File: config.mk
export PLATFORM = sky130hd
export DESIGN_NAME = if_stage
export DESIGN_NICKNAME = d
export VERILOG_FILES = /design/src/rtl/if_stage.sv
export SDC_FILE = /design/constraint.sdc
export NUM_CORES = 1
export LEC_CHECK = 0
export CAP_MARGIN = 15
export CORE_MARGIN = 2
export CORE_UTILIZATION = 53
export CTS_CLUSTER_SIZE = 8
export DETAILED_ROUTE_END_ITERATION = 10
export PLACE_DENSITY_LB_ADDON = 0.1
export SLEW_MARGIN = 20
export SYNTH_ARGS = -nofsm -noshare
export SYNTH_HDL_FRONTEND = slang
export SYNTH_SLANG_ARGS = --single-unit
File: constraint.sdc
create_clock -name clk -period 9.1 [get_ports clk]
set_input_delay 0.91 -clock clk [delete_from_list [all_inputs] [get_ports clk]]
set_output_delay 0.91 -clock clk [all_outputs]
set_load 0.1 [all_outputs]
File: src/rtl/if_stage.sv
// Instruction fetch: credit-limited request issue, in-order response capture into a
// small buffer, and redirect handling that drops stale in-flight responses.
module if_stage #(
  parameter logic [31:0] RESET_PC = 32'h0000_0000,
  parameter int          DEPTH    = 2
) (
  input  logic        clk,
  input  logic        rst_n,
  output logic        imem_req_valid,
  input  logic        imem_req_ready,
  output logic [31:0] imem_addr,
  input  logic        imem_rsp_valid,
  input  logic [31:0] imem_rsp_data,
  input  logic        redirect_valid,
  input  logic [31:0] redirect_pc,
  output logic [31:0] Instr,
  output logic [31:0] instr_pc,
  output logic        instr_valid,
  input  logic        instr_ready
);
  localparam int CW = $clog2(DEPTH + 1);
  localparam int PW = $clog2(DEPTH);

  typedef enum logic {S_RUN, S_FLUSH} state_e;

  state_e                   r_state;
  logic [31:0]              r_fetch_pc;
  logic [31:0]              r_rsp_pc;
  logic [CW-1:0]            r_outstanding;
  logic [CW-1:0]            r_drop_cnt;
  logic [CW-1:0]            r_count;
  logic [PW-1:0]            r_wr_ptr;
  logic [PW-1:0]            r_rd_ptr;
  logic [DEPTH-1:0][31:0]   r_buf_data;
  logic [DEPTH-1:0][31:0]   r_buf_pc;

  logic          w_req_fire;
  logic          w_pop;
  logic          w_push;
  logic          w_drop;
  logic [CW:0]   w_credits_used;
  logic [CW-1:0] w_out_nxt;
  logic [31:0]   w_redir_pc;

  // Buffered entries count against the credit so a push can never find the buffer full.
  assign w_credits_used = {1'b0, r_outstanding} + {1'b0, r_count};
  assign imem_req_valid = rst_n & ~redirect_valid & (w_credits_used < (CW+1)'(DEPTH));
  assign imem_addr      = r_fetch_pc;

  assign instr_valid = (r_count != '0) & ~redirect_valid;
  assign Instr       = r_buf_data[r_rd_ptr];
  assign instr_pc    = r_buf_pc[r_rd_ptr];

  assign w_req_fire = imem_req_valid & imem_req_ready;
  assign w_pop      = instr_valid & instr_ready;
  assign w_drop     = imem_rsp_valid & (r_state == S_FLUSH);
  assign w_push     = imem_rsp_valid & (r_state == S_RUN);
  assign w_out_nxt  = r_outstanding + CW'(w_req_fire) - CW'(imem_rsp_valid);
  assign w_redir_pc = redirect_pc & ~32'h3;

  always_ff @(posedge clk or negedge rst_n) begin
    if (!rst_n) begin
      r_state       <= S_RUN;
      r_fetch_pc    <= RESET_PC;
      r_rsp_pc      <= RESET_PC;
      r_outstanding <= '0;
      r_drop_cnt    <= '0;
      r_count       <= '0;
      r_wr_ptr      <= '0;
      r_rd_ptr      <= '0;
      r_buf_data    <= '0;
      r_buf_pc      <= '0;
    end else begin
      r_outstanding <= w_out_nxt;
      if (w_req_fire) r_fetch_pc <= r_fetch_pc + 32'd4;
      if (redirect_valid) begin
        // No request fires during a redirect, so w_out_nxt is exactly what is still in flight.
        r_fetch_pc <= w_redir_pc;
        r_rsp_pc   <= w_redir_pc;
        r_drop_cnt <= w_out_nxt;
        r_state    <= (w_out_nxt != '0) ? S_FLUSH : S_RUN;
        r_count    <= '0;
        r_wr_ptr   <= '0;
        r_rd_ptr   <= '0;
      end else begin
        if (w_drop) begin
          r_drop_cnt <= r_drop_cnt - CW'(1);
          if (r_drop_cnt == CW'(1)) r_state <= S_RUN;
        end
        if (w_push) begin
          r_buf_data[r_wr_ptr] <= imem_rsp_data;
          r_buf_pc[r_wr_ptr]   <= r_rsp_pc;
          r_wr_ptr             <= r_wr_ptr + PW'(1);
          r_rsp_pc             <= r_rsp_pc + 32'd4;
        end
        if (w_pop) r_rd_ptr <= r_rd_ptr + PW'(1);
        r_count <= r_count + CW'(w_push) - CW'(w_pop);
      end
    end
  end
endmodule

==> results of run 1 <==
==> placed cells by master, fill, tap and decap left out, drive strengths merged, types with 5 or more instances in the layout <==
| cell type | count |
|---|---|
| o211ai | 9 |
| dfrtp | 193 |
| o21ai | 30 |
| clkbuf | 17 |
| a31oi | 6 |
| clkdlybuf4s50 | 159 |
| nor3 | 7 |
| buf | 9 |
| a21oi | 12 |
| nor4 | 8 |
| mux2 | 194 |
| nand3 | 36 |
| o311ai | 9 |
| nor2 | 27 |
| nand2 | 55 |
| ha | 7 |
| inv | 16 |
| bufinv | 5 |
| xnor2 | 16 |
| nand4 | 25 |
| and3 | 10 |
| xor2 | 23 |
==> worst paths after layout <==
check	cells after the start	slack, ns	endpoint	from
min reg2reg	1	0.50	r_buf_pc[55]	r_buf_pc[55]
max reg2reg	12	5.92	r_state	r_outstanding[0]
max in group asynchronous	2	7.30	r_buf_pc[28]	rst_n
max	4	4.80	imem_req_valid	rst_n
min in group asynchronous	1	0.55	r_buf_data[5]	rst_n
min	1	0.50	r_buf_pc[55]	r_buf_pc[55]
==> through the flow <==
stage | instances | area (um^2) | setup WS [ns] | hold slack, ns | util [%]
detailed placement | 1109 | 10940 | 4.785 | 0.4900 | 63.90
floorplan | 758 | 9200 | 5.697 | 0.4750 | -
global placement | 1109 | 10940 | 4.808 | 0.4828 | 63.90
CTS | 1141 | 11590 | 4.778 | 0.5067 | 67.73
finish | 1141 | 11600 | 4.800 | 0.5027 | 67.77
global route | 1141 | 11600 | 4.650 | 0.5185 | 67.77
==> synth_stat cells, types with 10 or more instances <==
| master | instances | area share, % |
|---|---|---|
| nand3_1 | 36 | 2.0 |
| nand2_1 | 55 | 2.2 |
| inv_1 | 10 | 0.41 |
| xor2_1 | 23 | 2.2 |
| mux2_2 | 194 | 24 |
| a21oi_1 | 12 | 0.65 |
| o21ai_0 | 30 | 1.6 |
| buf_2 | 11 | 0.60 |
| nor2_1 | 27 | 1.1 |
| and3_1 | 10 | 0.68 |
| dfrtp_1 | 193 | 53 |
| clkbuf_1 | 22 | 0.90 |
| nand4_1 | 25 | 1.7 |
| xnor2_1 | 16 | 1.5 |
==> state kept, by name (all words and copies together) (netlist names) <==
signal / flops
imem_addr: 30
r_buf_data: 64
r_buf_pc: 60
r_count: 2
r_drop_cnt: 2
r_outstanding: 2
r_rd_ptr: 1
r_rsp_pc: 30
r_state: 1
r_wr_ptr: 1
==> worst max-delay path: stages <==
cell and delay [ns]:
buf_6 0.59, or4b_4 0.59, inv_2 0.09, clkdlybuf4s50_1 1.13
==> cell families after synthesis <==
kind of cell,share of synthesized area (%)
fa+ha+maj,1.171
xor+xnor,3.717
flops,52.56
simple gates,10.28
other cells,0.04081
mux,24.21
compound gates,5.188
buf+inv,2.832
==> layout make-up <==
| type | instances | area, um^2 |
|---|---|---|
| Tap cell | 225 | 281.5 |
| Multi-Input combinational cell | 511 | 4124 |
| Clock inverter | 15 | 230.2 |
| Timing Repair Buffer | 168 | 1660 |
| Clock buffer | 17 | 425.4 |
| Inverter | 12 | 47.55 |
| Fill cell | 1283 | 5517 |
| Sequential cell | 193 | 4831 |
==> metal layers <==
metal / vias to the layer above / global-route usage (%)
li1: 3012 / -
met1: 3227 / 32.76
met2: 266 / 37.82
met3: 46 / 4.489
met4: 0 / 9.722
met5: - / 0
==> summary.md, run 1 <==
The final hold violation count is 0, and the via count is 6551. The mean area per synthesized cell came out at 12.17 um^2. The die covers 0.01841 mm^2. In this run the cell area of the synthesized design comes to 0.009189 mm^2. For this design, the sink count on the clock tree is 193. Synthesis inferred 193 register bits. For the quantity of gates resized following cts, the log shows 0. The clock transition at the registers of the reported paths came out at 0.07 ns. Cell count after synthesis: 755. The run finished with clean final reports.

The share of flip-flops with an asynchronous set or reset was 100.0%. The worst setup path is captured at an output pin. At the end of routability-driven placement, the weighted congestion stood at 0.9109. The run gives 48 as the number of placement rows.

The detailed route wirelength on metal2 came out at 9.962 mm. The kind of start point of the critical path is an input pin. Top routing layer in use: met4. Dividing the detail-routed via count by the number of cells gives 5.741. The data required time at the worst endpoint is 8.19 ns. The count of nets left with antenna violations once routing finished came out at 0. The run gives 2 as the number of buffers between clock root and the deepest sink. Counting I/O delays and the setup requirement, the final critical path takes 4.300 ns. Clock tree synthesis selected as its root buffer the cell clkbuf_16. The HPWL after detailed placement is 14.61 mm. After detailed routing, the number of remaining DRC violations is 0. The detailed router put a total of 9.295 mm of wire on met1. The tools report the count of antenna diodes in the layout as 0.

The critical path is of the input pin to output pin type. The tools report the final-report max-slew violation count as 0. The number of enable-type register cells in the synthesized netlist is 0. The worst max-slew margin expressed relative to the limit was 30.25%. The net count of the finished layout is 981. The via count of the first global-routing pass is 6758, and the sum of met3 wire segment lengths after detailed routing is 1.329 mm. In this run the horizontal extent of the chip is 135.7 um. Counting the buffers created by CTS gives 17. 168 I/O pins were placed. The final layout contains routed wiring with a total length of 21.12 mm.

The global-route wire length before repair was 34.42 mm; the maximum level of the CTS H-tree was 4. Setup total negative slack on the finished layout was measured at 0 ns. Once the clock tree was built, the setup fixing pass inserted 0 buffers. Setup repair after global routing left no endpoint under its margin. On the final layout, the worst clock skew is 0.01063 ns. The area growth from synthesis to layout is 26.24%.

Path category of the worst min-delay check: flip-flop to flip-flop. The slew at the pin with the worst max-slew slack was 1.043 ns. The synthesis warning total is 0, and the effective utilization at floorplan is 53.68%.

The tools report the achievable clock frequency as 0.2326 GHz. Across the run, the number of max-cap violations was 0. The count of buffers from port buffering was 161; the number of DRC markers after the initial detailed-route iteration was 462. The initial antenna violation count was 0. The unique cell type count in the Yosys netlist is 51. For this run, the detailed router's first-pass iteration total came to 5. The dominant synthesized flop cell was dfrtp_1. In the final routed layout, each cell accounts on average for 18.51 um. From bottom edge to top edge, the die measures 135.7 um. The maximum fanout count along the critical path is 93, and the overall global routing resource usage is 23.94%. The final period utilization came out at 47.25%. The total grt overflow is 0. Of the synthesized area, sequential elements account for 52.56%. TritonCTS built the clock tree.

Setup violations remaining at the end of the flow were counted as 0. The number of hold buffers added after cts is 0. The worst-skew pair later-pin latency was 0.43 ns. Data arrives at the worst endpoint at 3.39 ns. The core footprint was 0.01712 mm^2; the fraction of final layout cells with drive strength greater than 1 was 26.97%. The run gives 94 as the maximum number of pins on one net before global-route repair.
Power of run 1 is left out: the tool's default activity adds up to more than one toggle a clock period on the data nets, which glitch-free logic cannot reach.
==> inputs of run 2 (changes only) <==
==> constraint.sdc (replaced) <==
create_clock -name clk -period 4.2 [get_ports clk]
set_input_delay 0.42 -clock clk [delete_from_list [all_inputs] [get_ports clk]]
set_output_delay 0.42 -clock clk [all_outputs]
set_load 0.1 [all_outputs]
==> summary.md, run 2 (synthesized netlist as in run 1, its figures left out) <==
The flow ran to the end, and the final reports show no timing, DRC or antenna violations. The run gives 33.08% (was 30.25%) as the worst max-slew margin expressed relative to the limit. Top Registers: r_buf_data (64), r_buf_pc (60) (unchanged). The core footprint is 0.01712 mm^2 (unchanged). The number of routed nets with antenna violations came out at 0 (unchanged).

Slowest cell on the critical path: clkdlybuf4s50_1 (unchanged). The count of buffers from port buffering works out to 161 (unchanged). The path category of the worst min-delay check was input pin to async pin (was flip-flop to flip-flop). Via count: 6571 (was 6551).

The tools report the global-route wire length before repair as 34.69 mm (was 34.42 mm). Critical-path cell list: buf_12 -> mux2_2 -> clkdlybuf4s50_1 (was buf_6 -> or4b_4 -> inv_2 -> clkdlybuf4s50_1). The flip-flop count of the largest register after layout was 64 (unchanged). The tools report the post-DP HPWL as 14.66 mm (was 14.61 mm). TritonCTS built the clock tree.

The buffers inserted during post-CTS setup optimization was 0 (unchanged). The fraction of final layout cells with drive strength greater than 1 came out at 27.37% (was 26.97%). Leading cell type in the layout, fill and taps excluded: mux2_2 (unchanged).

Data arrival at the endpoint of the critical path: 2.79 ns (was 3.39 ns). The layout-stage area growth over the synthesis result works out to 25.87% (was 26.24%). The quantity of gates resized following cts was 0 (unchanged). The tools report the number of placed I/O pins as 168 (unchanged). The via count of the first global-routing pass is 6780 (was 6758), and the overall global routing resource usage is 24.11% (was 23.94%). The logs give 193 (unchanged) for the number of clock sinks and 0 (unchanged) for the final hold violation count. The tools report the worst-skew pair later-pin latency as 0.43 ns (about the same). The data required time at the worst endpoint was 3.78 ns (was 8.19 ns); the number of DRC markers after the initial detailed-route iteration was 502 (was 462).

The residual DRC count was 0 (unchanged). For the finished layout, the period the worst path requires is 3.209 ns. For the effective utilization at floorplan, the log shows 53.68% (unchanged). The type of the worst setup path is flip-flop to output pin (was input pin to output pin). The die outline width was 135.7 um (unchanged); the routed via count divided by cell count was 5.754 (was 5.741). The routability congestion estimate from global placement is 0.9234 (was 0.9109). The tools report the number of buffers between clock root and the deepest sink as 2 (unchanged). Most used cells in the layout excluding fill and tap cells: mux2_2 (194), dfrtp_1 (192), clkdlybuf4s50_1 (152) (was mux2_2 (194), dfrtp_1 (192), clkdlybuf4s50_1 (159)). The run gives 0 (unchanged) as the final-report max-slew violation count. Kind of start point of the critical path: a flip-flop (was an input pin).

The initial antenna violation count was 0 (unchanged). The max-capacitance violation count was 0 (unchanged). The delay of the slowest cell on the worst path is 0.97 ns (was 1.13 ns), and the clock transition at the registers of the reported paths is 0.07 ns (about the same). The register name with the most flops was r_buf_data (unchanged).

The final period utilization works out to 76.40%. For the number of failing setup endpoints in the final timing report, the log shows 0 (unchanged). Floorplan die height: 135.7 um (unchanged). The final net count came out at 983 (was 981). Based on the critical path, the design can be clocked at up to 0.3117 GHz. The maximum number of pins on one net before global-route repair was 71 (was 94). The worst clock skew was 0.008099 ns (was 0.01063 ns). The logs give 21.49 mm (was 21.12 mm) for the wire length after detailed routing and 0 (unchanged) for the count of antenna diodes in the layout. The cell chosen for the clock root is clkbuf_16 (unchanged). The number of hold buffers added after cts came out at 0 (unchanged). Per-cell routed wire length: 18.82 um (was 18.51 um). The run gives 4 (unchanged) as the maximum level of the CTS H-tree. Setup repair after global routing left no endpoint under its margin.

The number of clock buffers inserted by TritonCTS is 17 (unchanged). The logs give 48 (unchanged) for the number of placement rows and 0.01841 mm^2 (unchanged) for the full die area. For the total iterations of the first detailed-routing run, the log shows 5 (unchanged). Slew at the pin with the worst max-slew slack: 1.001 ns (was 1.043 ns).

The nature of the critical path endpoint was an output pin (unchanged). The maximum fanout count along the critical path was 50 (was 93); the total grt overflow was 0 (unchanged). Accumulated negative setup slack: 0 ns (unchanged).
-- run 2: layout make-up --
cell class | count | area, um^2
clock buffers | 22 | 454.2
inverters | 12 | 47.55
clock inverters | 9 | 132.6
well taps | 225 | 281.5
repair buffers | 170 | 1695
multi-input cells | 511 | 4124
flip-flops and latches | 193 | 4831
fillers | 1307 | 5550
-- run 2: through the flow --
stage	setup WS, ns	area (um^2)	util (%)	hold WS (ns)	instances
floorplan	0.9001	9200	-	0.1244	758
global placement	1.138	10970	64.11	0.4828	1111
detailed placement	1.076	10970	64.11	0.4908	1111
CTS	0.9715	11560	67.54	0.1846	1142
global route	0.8796	11570	67.57	0.2154	1142
finish	0.9913	11570	67.57	0.1593	1142
-- run 2: final timing paths --
path	depth (start not counted)	slack, ns	startpoint	endpoint
hold / removal	2	0.16	rst_n	r_buf_data[27]
max in group asynchronous	3	2.66	rst_n	r_rd_ptr
setup reg to reg	12	1.04	r_count[0]	r_state
min in group clk	1	0.50	r_buf_pc[31]	r_buf_pc[31]
hold reg to reg	1	0.50	r_buf_pc[31]	r_buf_pc[31]
setup / recovery	3	0.99	r_rd_ptr	instr_pc[26]
-- run 2: metal layers --
metal | vias up | track usage [%] | routed length (um)
met5 | - | 0 | 0
met4 | 0 | 8.391 | 437
met3 | 35 | 5.387 | 1446
met2 | 262 | 37.15 | 9856
met1 | 3266 | 33.85 | 9748
li1 | 3008 | - | -
-- run 2: worst max-delay path: cells and delay by family, from the launching register on --
kind / cells / cell delay (ns)
buf+inv: 2 / 1.31
flops: 1 / 0.60
mux: 1 / 0.40
Power of run 2 is left out for the same reason.
